File: config.mk
export PLATFORM = sky130hd
export DESIGN_NAME = traffic_phase_sequencer_flat
export DESIGN_NICKNAME = d
export VERILOG_FILES = /design/src/rtl/traffic_phase_sequencer_if.sv /design/src/rtl/traffic_phase_sequencer.sv /design/src/flat_wrapper.sv
export SDC_FILE = /design/constraint.sdc
export NUM_CORES = 1
export LEC_CHECK = 0
export CORE_MARGIN = 4
export CORE_UTILIZATION = 64
export CTS_BUF_LIST = sky130_fd_sc_hd__clkbuf_8
export DETAILED_ROUTE_END_ITERATION = 12
export MAX_ROUTING_LAYER = met4
export PLACE_DENSITY_LB_ADDON = 0.3
export SLEW_MARGIN = 30
export SYNTH_ARGS = -nofsm -noshare
export SYNTH_HDL_FRONTEND = slang
export SYNTH_SLANG_ARGS = --single-unit
export TNS_END_PERCENT = 10
File: constraint.sdc
create_clock -name clk -period 7.45 [get_ports clk]
set_input_delay 1.49 -clock clk [delete_from_list [all_inputs] [get_ports clk]]
set_output_delay 1.49 -clock clk [all_outputs]
set_load 0.01 [all_outputs]
File: src/rtl/traffic_phase_sequencer_if.sv
// Signal bundle between the junction phase sequencer and its environment.
// master drives detector calls and the flash request; slave is the sequencer.
interface traffic_phase_sequencer_if #(
  parameter int NUM_PHASES = 6
);
  localparam int IW = $clog2(NUM_PHASES);

  logic [NUM_PHASES-1:0] req;
  logic                  flash_en;
  logic [NUM_PHASES-1:0] green;
  logic [NUM_PHASES-1:0] yellow;
  logic                  flash_out;
  logic [IW-1:0]         phase_idx;
  logic                  phase_start;

  modport master (
    output req, flash_en,
    input  green, yellow, flash_out, phase_idx, phase_start
  );

  modport slave (
    input  req, flash_en,
    output green, yellow, flash_out, phase_idx, phase_start
  );
endinterface

File: src/rtl/traffic_phase_sequencer.sv
// Demand-actuated N-phase sequencer: INIT -> GREEN -> YELLOW -> ALL_RED per
// phase, skipping uncalled phases, extending green on live detector presence,
// with a flashing mode entered only from an all-red state. All outputs are
// registered; the output registers are loaded from the next-state values so
// the lamps change on the same edge as the state.
module traffic_phase_sequencer #(
  parameter int NUM_PHASES = 6,
  parameter int TW         = 8,
  parameter int INIT_T     = 3,
  parameter int GMIN       = 4,
  parameter int GMAX       = 20,
  parameter int YEL_T      = 3,
  parameter int RED_T      = 2,
  parameter int FLASH_T    = 8,
  parameter int RECALL     = 0
) (
  input  logic clk,
  input  logic rst,
  traffic_phase_sequencer_if.slave bus
);
  localparam int IW = $clog2(NUM_PHASES);

  typedef enum logic [2:0] {
    S_INIT,
    S_GREEN,
    S_YELLOW,
    S_ALL_RED,
    S_FLASH
  } state_t;

  state_t                state_reg, state_next;
  logic [TW-1:0]         e_reg, e_next;
  logic [NUM_PHASES-1:0] cl_reg, cl_next;
  logic [IW-1:0]         phase_idx_reg, phase_next;
  logic [NUM_PHASES-1:0] green_reg, green_next;
  logic [NUM_PHASES-1:0] yellow_reg, yellow_next;
  logic                  flash_out_reg, flash_out_next;
  logic                  phase_start_reg;
  // Set when ALL_RED was entered from FLASH: that clearance must end in GREEN.
  logic                  from_flash_reg, from_flash_next;
  logic                  entering;
  logic                  green_entry;
  logic                  flash_toggle;

  logic [NUM_PHASES-1:0] req;
  logic                  flash_en;

  assign req      = bus.req;
  assign flash_en = bus.flash_en;

  assign bus.green       = green_reg;
  assign bus.yellow      = yellow_reg;
  assign bus.flash_out   = flash_out_reg;
  assign bus.phase_idx   = phase_idx_reg;
  assign bus.phase_start = phase_start_reg;

  // First latched call after the current phase, wrapping round and visiting
  // the current phase last; falls back to the recall phase when nothing waits.
  function automatic logic [IW-1:0] pick_next(input logic [NUM_PHASES-1:0] calls,
                                              input logic [IW-1:0] cur);
    logic [IW-1:0] pick;
    logic          found;
    int            idx;
    pick  = IW'(RECALL);
    found = 1'b0;
    for (int k = 1; k <= NUM_PHASES; k++) begin
      idx = int'(cur) + k;
      if (idx >= NUM_PHASES) begin
        idx = idx - NUM_PHASES;
      end
      if (!found && calls[idx]) begin
        pick  = IW'(idx);
        found = 1'b1;
      end
    end
    return pick;
  endfunction

  // Next-state decision plus the counters, flags and phase pointer that follow it.
  always_comb begin
    state_next      = state_reg;
    flash_toggle    = 1'b0;
    entering        = 1'b0;
    green_entry     = 1'b0;
    phase_next      = phase_idx_reg;
    e_next          = e_reg + TW'(1);
    flash_out_next  = 1'b0;
    from_flash_next = from_flash_reg;

    case (state_reg)
      S_INIT: begin
        if (e_reg == TW'(INIT_T - 1)) begin
          state_next = flash_en ? S_FLASH : S_GREEN;
        end
      end
      S_GREEN: begin
        // Extension looks at live presence only; a flash request cuts green short.
        if (flash_en || (e_reg == TW'(GMAX - 1)) ||
            ((e_reg >= TW'(GMIN - 1)) && !req[phase_idx_reg])) begin
          state_next = S_YELLOW;
        end
      end
      S_YELLOW: begin
        if (e_reg == TW'(YEL_T - 1)) begin
          state_next = S_ALL_RED;
        end
      end
      S_ALL_RED: begin
        if (e_reg == TW'(RED_T - 1)) begin
          state_next = (flash_en && !from_flash_reg) ? S_FLASH : S_GREEN;
        end
      end
      S_FLASH: begin
        if (!flash_en) begin
          state_next = S_ALL_RED;
        end else if (e_reg == TW'(FLASH_T - 1)) begin
          flash_toggle = 1'b1;
        end
      end
      default: begin
        state_next = S_INIT;
      end
    endcase

    entering    = (state_next != state_reg);
    green_entry = entering && (state_next == S_GREEN);

    if (green_entry) begin
      phase_next = pick_next(cl_reg, phase_idx_reg);
    end

    if (entering || flash_toggle) begin
      e_next = '0;
    end

    if (state_next == S_FLASH) begin
      if (entering) begin
        flash_out_next = 1'b1;
      end else if (flash_toggle) begin
        flash_out_next = ~flash_out_reg;
      end else begin
        flash_out_next = flash_out_reg;
      end
    end

    if ((state_reg == S_FLASH) && (state_next == S_ALL_RED)) begin
      from_flash_next = 1'b1;
    end else if (green_entry) begin
      from_flash_next = 1'b0;
    end
  end

  // Per-phase call latch and one-hot lamp vectors; a new call on the entry
  // edge of the served phase wins over the clear so it is served again later.
  genvar gi;
  generate
    for (gi = 0; gi < NUM_PHASES; gi++) begin : g_phase
      assign cl_next[gi] = req[gi] |
                           (cl_reg[gi] & ~(green_entry && (phase_next == IW'(gi))));
      assign green_next[gi]  = (state_next == S_GREEN)  && (phase_next == IW'(gi));
      assign yellow_next[gi] = (state_next == S_YELLOW) && (phase_next == IW'(gi));
    end
  endgenerate

  // State, elapsed counter, call latch and phase pointer.
  always_ff @(posedge clk or negedge rst) begin
    if (!rst) begin
      state_reg      <= S_INIT;
      e_reg          <= '0;
      cl_reg         <= '0;
      phase_idx_reg  <= IW'(NUM_PHASES - 1);
      from_flash_reg <= 1'b0;
    end else begin
      state_reg      <= state_next;
      e_reg          <= e_next;
      cl_reg         <= cl_next;
      phase_idx_reg  <= phase_next;
      from_flash_reg <= from_flash_next;
    end
  end

  // Registered lamp drives and the first-green pulse.
  always_ff @(posedge clk or negedge rst) begin
    if (!rst) begin
      green_reg       <= '0;
      yellow_reg      <= '0;
      flash_out_reg   <= 1'b0;
      phase_start_reg <= 1'b0;
    end else begin
      green_reg       <= green_next;
      yellow_reg      <= yellow_next;
      flash_out_reg   <= flash_out_next;
      phase_start_reg <= green_entry;
    end
  end
endmodule

File: src/flat_wrapper.sv
// flat-port wrapper written by rule: the top's interface ports become plain ports
module traffic_phase_sequencer_flat 
#(
  parameter int NUM_PHASES = 6,
  parameter int TW         = 8,
  parameter int INIT_T     = 3,
  parameter int GMIN       = 4,
  parameter int GMAX       = 20,
  parameter int YEL_T      = 3,
  parameter int RED_T      = 2,
  parameter int FLASH_T    = 8,
  parameter int RECALL     = 0
)
  (clk, rst, bus_req, bus_flash_en, bus_green, bus_yellow, bus_flash_out, bus_phase_idx, bus_phase_start);
  traffic_phase_sequencer_if #(.NUM_PHASES(NUM_PHASES)) bus_i ();
  input  logic clk;
  input  logic rst;
  input wire logic [$bits(bus_i.req)-1:0] bus_req;
  input wire logic [$bits(bus_i.flash_en)-1:0] bus_flash_en;
  output wire logic [$bits(bus_i.green)-1:0] bus_green;
  output wire logic [$bits(bus_i.yellow)-1:0] bus_yellow;
  output wire logic [$bits(bus_i.flash_out)-1:0] bus_flash_out;
  output wire logic [$bits(bus_i.phase_idx)-1:0] bus_phase_idx;
  output wire logic [$bits(bus_i.phase_start)-1:0] bus_phase_start;
  assign bus_i.req = bus_req;
  assign bus_i.flash_en = bus_flash_en;
  assign bus_green = bus_i.green;
  assign bus_yellow = bus_i.yellow;
  assign bus_flash_out = bus_i.flash_out;
  assign bus_phase_idx = bus_i.phase_idx;
  assign bus_phase_start = bus_i.phase_start;
  traffic_phase_sequencer #(.NUM_PHASES(NUM_PHASES), .TW(TW), .INIT_T(INIT_T), .GMIN(GMIN), .GMAX(GMAX), .YEL_T(YEL_T), .RED_T(RED_T), .FLASH_T(FLASH_T), .RECALL(RECALL)) u_core (.clk(clk), .rst(rst), .bus(bus_i));
endmodule
* Word-level counts from Yosys, hierarchy flattened *
Index checks and enable logic that the tools add are counted.

word-level totals
  flip-flop bits (word level) = 35
  bits of input ports = 9
  output and inout port bits = 17
  logic and storage cells = 180

operators by class
  add/subtract/negate cells = 13
  order comparisons = 14
  equal/unequal tests = 19
  multiplexer cells = 66
  bitwise logic cells = 19
  reduce and logical (&&, ||, !) cells = 40

operator list
  operator                                                                number
  32-bit 2-to-1 mux                                                       12
  32-bit by 4-bit >= comparator with 1-bit output, second input constant  6
  32-bit by 5-bit < comparator with 1-bit output, second input constant   6
  32-bit by 4-bit subtractor with 32-bit output, second input constant    6
  3-bit 2-to-1 mux                                                        14
  1-bit 2-to-1 mux                                                        31
  1-bit logical AND                                                       27
  1-bit binary-select mux with 3-bit select                               7
  3-bit by 2-bit equality test with 1-bit output, second input constant   6
  3-bit one-hot mux with 5 select lines                                   1
  3-bit by 3-bit adder with 4-bit output, second input constant           3
  3-bit equality test, second input constant                              4
  3-bit by 1-bit equality test with 1-bit output, second input constant   3
  3-bit by 2-bit adder with 4-bit output, second input constant           2
  8-bit by 1-bit adder with 8-bit output, second input constant           1
  8-bit by 1-bit equality test with 1-bit output, second input constant   1
  8-bit by 2-bit equality test with 1-bit output, second input constant   1
  8-bit by 3-bit equality test with 1-bit output, second input constant   1
  8-bit by 5-bit equality test with 1-bit output, second input constant   1
  8-bit by 2-bit >= comparator with 1-bit output, second input constant   1
  8-bit 2-to-1 mux                                                        1
  1-bit logical NOT                                                       7
  1-bit NOT                                                               7
  1-bit AND                                                               6
  8 further kinds                                                         16

* Depth between registers and ports, before layout *
  depth after elaboration = 40
  depth in mapped cells = 16
  mapped depth without buffers = 14

* Least setup slack after synthesis *
No wires, ideal clock.

  path kind = input -> register
  from = input port bus_req[2]
  to = register u_core.cl_reg[1]
  setup time = 0.126 ns
  arrival time = 3.658 ns
  data required time = 7.324 ns
  setup slack = 3.666 ns
  stages on the path = 9
  buffers on the path = 0
  cell sequence = mux2_4 -> a222oi_1 -> a2111oi_2 -> o31ai_4 -> o21bai_4 -> a211oi_4 -> o2bb2ai_4 -> nand2_4 -> o32a_1

on the way
  word-level cells in the longest chain between the ends = 15
  elaborated cells on any way between the ends = 16
  classes of those cells = eq/ne (3); mux (5); bitwise (3); reduce/logical (5)

ends and longest elaborated chain
  element                                                                                         line                                                            source
  start, declared                                                                                 flat_wrapper.sv:18                                              input wire logic [$bits(bus_i.req)-1:0] bus_req;
  1-bit binary-select mux with 3-bit select (*)                                                   traffic_phase_sequencer.sv:99                                   ((e_reg >= TW'(GMIN - 1)) && !req[phase_idx_reg])) begin
  1-bit 2-to-1 mux (implied by the code) (*)                                                      traffic_phase_sequencer.sv:99
  1-bit logical NOT (*)                                                                           traffic_phase_sequencer.sv:99
  1-bit logical AND (*)                                                                           traffic_phase_sequencer.sv:99
  1-bit logical OR (*)                                                                            traffic_phase_sequencer.sv:98                                   if (flash_en || (e_reg == TW'(GMAX - 1)) ||
  3-bit 2-to-1 mux (*)                                                                            traffic_phase_sequencer.sv:98
  3-bit one-hot mux with 5 select lines (*)                                                       traffic_phase_sequencer.sv:90                                   case (state_reg)
  3-bit inequality test / 3-bit by 1-bit equality test with 1-bit output (equally long branches)  traffic_phase_sequencer.sv:125, traffic_phase_sequencer.sv:126
  1-bit logical AND (*)                                                                           traffic_phase_sequencer.sv:126                                  green_entry = entering && (state_next == S_GREEN);
  3-bit 2-to-1 mux (*)                                                                            traffic_phase_sequencer.sv:128                                  if (green_entry) begin
  via u_core.phase_next[0]                                                                        traffic_phase_sequencer.sv:34                                   logic [IW-1:0] phase_idx_reg, phase_next;
  3-bit by 1-bit equality test with 1-bit output (*)                                              traffic_phase_sequencer.sv:159                                  (cl_reg[gi] & ~(green_entry && (phase_next == IW'(gi))));
  1-bit logical AND (*)                                                                           traffic_phase_sequencer.sv:159
  1-bit NOT (*)                                                                                   traffic_phase_sequencer.sv:159
  1-bit AND (*)                                                                                   traffic_phase_sequencer.sv:159
  1-bit OR (*)                                                                                    traffic_phase_sequencer.sv:158                                  assign cl_next[gi] = req[gi] |
  via u_core.cl_next[1]                                                                           traffic_phase_sequencer.sv:33                                   logic [NUM_PHASES-1:0] cl_reg, cl_next;
  end signal, assigned                                                                            traffic_phase_sequencer.sv:176                                  cl_reg <= cl_next;
  end, declared                                                                                   traffic_phase_sequencer.sv:33

Mark *: on every way through the listed nets, which the timed path passes. The rest lies on a longest branch. The select of a mux whose other input is x is not followed.
A chain may end at the register's enable or synchronous reset.

* Worst setup path after layout *
  from = register u_core.phase_idx_reg[1] (netlist: u_core.bus.phase_idx[1])
  to = register u_core.cl_reg[3]

on the way
  word-level cells in the longest chain between the ends = 34
  elaborated cells on any way between the ends = 90
  classes of those cells = add/sub (12); order compare (6); eq/ne (3); mux (51); bitwise (3); reduce/logical (15)

ends and longest elaborated chain
  element                                                                                                                  line                                                          source
  start, declared                                                                                                          traffic_phase_sequencer.sv:34
  start signal, assigned                                                                                                   traffic_phase_sequencer.sv:171                                phase_idx_reg <= IW'(NUM_PHASES - 1);
  start signal, assigned                                                                                                   traffic_phase_sequencer.sv:177                                phase_idx_reg <= phase_next;
  3-bit by 1-bit adder with 4-bit output                                                                                   traffic_phase_sequencer.sv:67                                 idx = int'(cur) + k;
  32-bit by 4-bit subtractor with 32-bit output / 32-bit by 4-bit >= comparator with 1-bit output (equally long branches)  traffic_phase_sequencer.sv:69, traffic_phase_sequencer.sv:68
  32-bit 2-to-1 mux                                                                                                        traffic_phase_sequencer.sv:68                                 if (idx >= NUM_PHASES) begin
  32-bit 2-to-1 mux                                                                                                        traffic_phase_sequencer.sv:128
  1-bit binary-select mux with 3-bit select                                                                                traffic_phase_sequencer.sv:71                                 if (!found && calls[idx]) begin
  1-bit 2-to-1 mux (implied by the code) (2 in a row)                                                                      traffic_phase_sequencer.sv:71
  1-bit 2-to-1 mux                                                                                                         traffic_phase_sequencer.sv:71
  1-bit 2-to-1 mux                                                                                                         traffic_phase_sequencer.sv:128
  [18 not listed]                                                                                                          n/a
  3-bit 2-to-1 mux                                                                                                         traffic_phase_sequencer.sv:71
  3-bit 2-to-1 mux                                                                                                         traffic_phase_sequencer.sv:128
  3-bit by 2-bit equality test with 1-bit output                                                                           traffic_phase_sequencer.sv:159
  1-bit logical AND (*)                                                                                                    traffic_phase_sequencer.sv:159
  1-bit NOT (*)                                                                                                            traffic_phase_sequencer.sv:159
  1-bit AND (*)                                                                                                            traffic_phase_sequencer.sv:159
  1-bit OR (*)                                                                                                             traffic_phase_sequencer.sv:158
  via u_core.cl_next[3]                                                                                                    traffic_phase_sequencer.sv:33

Marks and branches as above.

==> results.sh <==
export IMPL_area_growth_synth_to_final_pct=13.4
export IMPL_max_vdd_ir_drop_mv=0.308
export IMPL_detail_route_vias_per_cell=6.56
export IMPL_outcome="completed"
export IMPL_layout_cells_most_common="sky130_fd_sc_hd__dfrtp_1"
export IMPL_finalHoldViolCount=0
export IMPL_fin_nets=337
export IMPL_clkSlewWorstSetupHoldPaths_ns=0.06
export IMPL_report_final_setup_viol=0
export IMPL_grt_pass1_wl_um=10700
export IMPL_mappedNetlistNets=314
export IMPL_grt_pass1_vias=2275
export IMPL_die_area_sq_um=5380
export IMPL_chipWidth_um=73.4
export IMPL_synth_seq_cells=35
export IMPL_timing_critical_path_to_type="flop"
export IMPL_worst_slew_pin_transition_ns=0.594
export IMPL_initialDrtViolationCount=119
export IMPL_total_power_uw=1570
export IMPL_cts_hold_buffers=0
export IMPL_cts_tree="done"
export IMPL_place_congestion=0.995
export IMPL_cts_root_buffer_cell="sky130_fd_sc_hd__clkbuf_8"
export IMPL_mappedNetlistArea_sq_um=2730
export IMPL_coreArea_sq_um=4060
export IMPL_post_cts_resized=0
export IMPL_layout_common_cells="sky130_fd_sc_hd__dfrtp_1 (33), sky130_fd_sc_hd__clkdlybuf4s50_1 (25), sky130_fd_sc_hd__nor2_1 (23), sky130_fd_sc_hd__inv_1 (15), sky130_fd_sc_hd__ha_1 (15)"
export IMPL_dr_total_vias=2380
export IMPL_worst_hold_path_type="flop to flop"
export IMPL_drt_pre_antenna_iters=4
export IMPL_finalWorstPathRequiredPeriod_ns=4.65
export IMPL_final_layout_size_suffix_gt1_share_pct=11.8
export IMPL_ys_warnings_count=0
export IMPL_drc=0
export IMPL_port_buffer_count=25
export IMPL_yosys_area_top_type="sky130_fd_sc_hd__dfrtp_1"
export IMPL_synthArstFlopShare_pct=100
export IMPL_timing_setup_critical_path_class="flop to flop"
export IMPL_postSynthAreaPerCell_sq_um=9.43
export IMPL_maxClockFrequency_mhz=215
export IMPL_max_cap_violations=0
export IMPL_route_final_wire_length_um=6230
export IMPL_postSynthCellCount=290
export IMPL_fin_skew_ns=0.00611
export IMPL_diode_insertion_count_for_antenna_repair=0
export IMPL_unrepaired_setup_endpoints_after_global_routing="no"
export IMPL_global_route_overflow_total=0
export IMPL_p_leak_uw=0.00133
export IMPL_ant_nets=0
export IMPL_largest_reg_flops=8
export IMPL_cts_sinks=35
export IMPL_cts_setup_buffers=0
export IMPL_synth_top_area_share_pct=30.2
export IMPL_p_per_area_nw_per_um2=506
export IMPL_ys_top_cells_by_area="sky130_fd_sc_hd__dfrtp_1 (30%), sky130_fd_sc_hd__ha_1 (6.9%), sky130_fd_sc_hd__nor2_1 (3.2%), sky130_fd_sc_hd__mux2_2 (2.9%), sky130_fd_sc_hd__nand2b_1 (2.5%)"
export IMPL_critPathArrivalTime_ns=4.83
export IMPL_synth_top_flop_cell="sky130_fd_sc_hd__dfrtp_1"
export IMPL_cp_data_required_time_ns=7.63
export IMPL_hpwlAfterDp_um=4500
export IMPL_totalNegativeSetupSlack_ns=0
export IMPL_tritoncts_num_buffers=5
export IMPL_detail_route_wl_per_cell_um=17.2
export IMPL_cts_htree_levels=2
export IMPL_path_max_fanout=16
export IMPL_setup_worst_path_start_class="flop"
export IMPL_clk_path_buf_depth=2
export IMPL_floorplan_initialDensity_pct=67.4
export IMPL_number_of_enable_type_register_cells_in_the_synthesized_netlist=0
export IMPL_initial_antenna_violation_count=0
export IMPL_seq_area_frac_synth_pct=32.1
export IMPL_groute_usage_overall_pct=26.4
export IMPL_finalCritPeriodShare_pct=62.4
export IMPL_clock_insertion_delay_worst_skew_ns=0.29
export IMPL_maxSlewHeadroom_pct=60.4
export IMPL_die_h_um=73.4
export IMPL_ys_types=74
export IMPL_io_pin_count=26
export IMPL_final_max_slew_violation_count=0
export IMPL_rows=23
export IMPL_grt_max_degree=36
metal layers:
| metal | track usage [%] | share of wire [%] | vias up |
|---|---|---|---|
| met5 | - | 0 | - |
| met4 | 11.5 | 2.2 | 0 |
| met2 | 39.0 | 46 | 90 |
| met3 | 5.20 | 6.0 | 19 |
| met1 | 35.3 | 46 | 1137 |
| li1 | - | - | 1134 |
worst paths after layout:
path / start / endpoint / slack, ns / depth (start not counted)
setup / recovery: u_core.bus.phase_idx[1] / u_core.cl_reg[3] / 2.80 / 13
hold / removal: u_core.cl_reg[5] / u_core.cl_reg[5] / 0.51 / 1
setup reg to reg: u_core.bus.phase_idx[1] / u_core.cl_reg[3] / 2.80 / 13
hold reg to reg: u_core.cl_reg[5] / u_core.cl_reg[5] / 0.51 / 1
max in group asynchronous: rst / u_core.bus.phase_idx[2] / 5.50 / 2
min in group asynchronous: rst / u_core.e_reg[3] / 1.60 / 2
layout make-up:
cell class	count	area, sq um
Clock buffer	5	68.8
Clock inverter	2	33.8
Fill cell	276	958
Inverter	15	57.6
Multi-Input combinational cell	230	1740
Sequential cell	35	878
Tap cell	50	62.6
Timing Repair Buffer	26	258
power by group:
| part | switching, uW | internal, uW | leakage (uW) | total [uW] |
|---|---|---|---|---|
| sequential | 84.0 | 233 | 0.000439 | 317 |
| clock | 64.2 | 96.6 | 0.0000554 | 161 |
| combinational | 641 | 450 | 0.000837 | 1090 |
| total | 790 | 779 | 0.00133 | 1570 |
cell families (layout without fill, tap and decap cells):
group / Yosys count / in the layout / share of synthesized area [%]
buffers and inverters: 25 / 48 / 4.21
AND/OR/NAND/NOR: 106 / 106 / 21.9
adder cells (fa/ha/maj): 15 / 15 / 6.86
XOR/XNOR: 10 / 10 / 3.75
AO/OA/AOI/OAI: 86 / 86 / 25.7
multiplexers: 13 / 13 / 5.45
flip-flops: 35 / 35 / 32.1
worst max-delay path, cell delays in order, from the launching register on:
cell and delay [ns]:
sky130_fd_sc_hd__dfrtp_1 0.72, sky130_fd_sc_hd__inv_1 0.33, sky130_fd_sc_hd__ha_1 0.61, sky130_fd_sc_hd__inv_1 0.21, sky130_fd_sc_hd__ha_1 0.40, sky130_fd_sc_hd__nand3b_1 0.12
sky130_fd_sc_hd__o32ai_1 0.08, sky130_fd_sc_hd__o21ai_0 0.28, sky130_fd_sc_hd__o21ai_0 0.30, sky130_fd_sc_hd__a2111oi_0 0.51, sky130_fd_sc_hd__o221ai_1 0.21, sky130_fd_sc_hd__o22ai_2 0.41
sky130_fd_sc_hd__nand4_1 0.14, sky130_fd_sc_hd__a21o_1 0.20
cells in the mapped netlist (all sizes together), types with 3 or more instances:
master and number:
inv 14, mux2 9, or3 3, a31oi 7, a21oi 11, mux2i 4, nand3b 4, nand3 8
a21o 8, a211o 4, clkbuf 5, o21bai 4, buf 5, or4 4, xor2 5, nor2 23
a2111oi 4, dfrtp 33, and3b 3, o22ai 7, nor3b 3, o2bb2ai 3, xnor2 5, nand2 13
nor2b 5, and3 6, o31ai 5, o21ai 10, nand2b 11, a211oi 3, nor3 10, nor4 6
ha 15
per-stage QoR:
| step | utilization [%] | hold WS, ns | cell area (sq um) | std cells | setup slack, ns |
|---|---|---|---|---|---|
| after detailed placement | 73.9 | 0.496 | 3000 | 356 | 2.81 |
| after global placement | 73.9 | 0.498 | 3000 | 356 | 2.92 |
| after floorplan | - | 0.467 | 2730 | 290 | 3.67 |
| final | 76.4 | 0.514 | 3100 | 363 | 2.80 |
| after CTS | 76.4 | 0.512 | 3100 | 363 | 2.84 |
| after global routing | 76.4 | 0.524 | 3100 | 363 | 2.39 |
No activity file was read; power rests on OpenSTA's default activity.
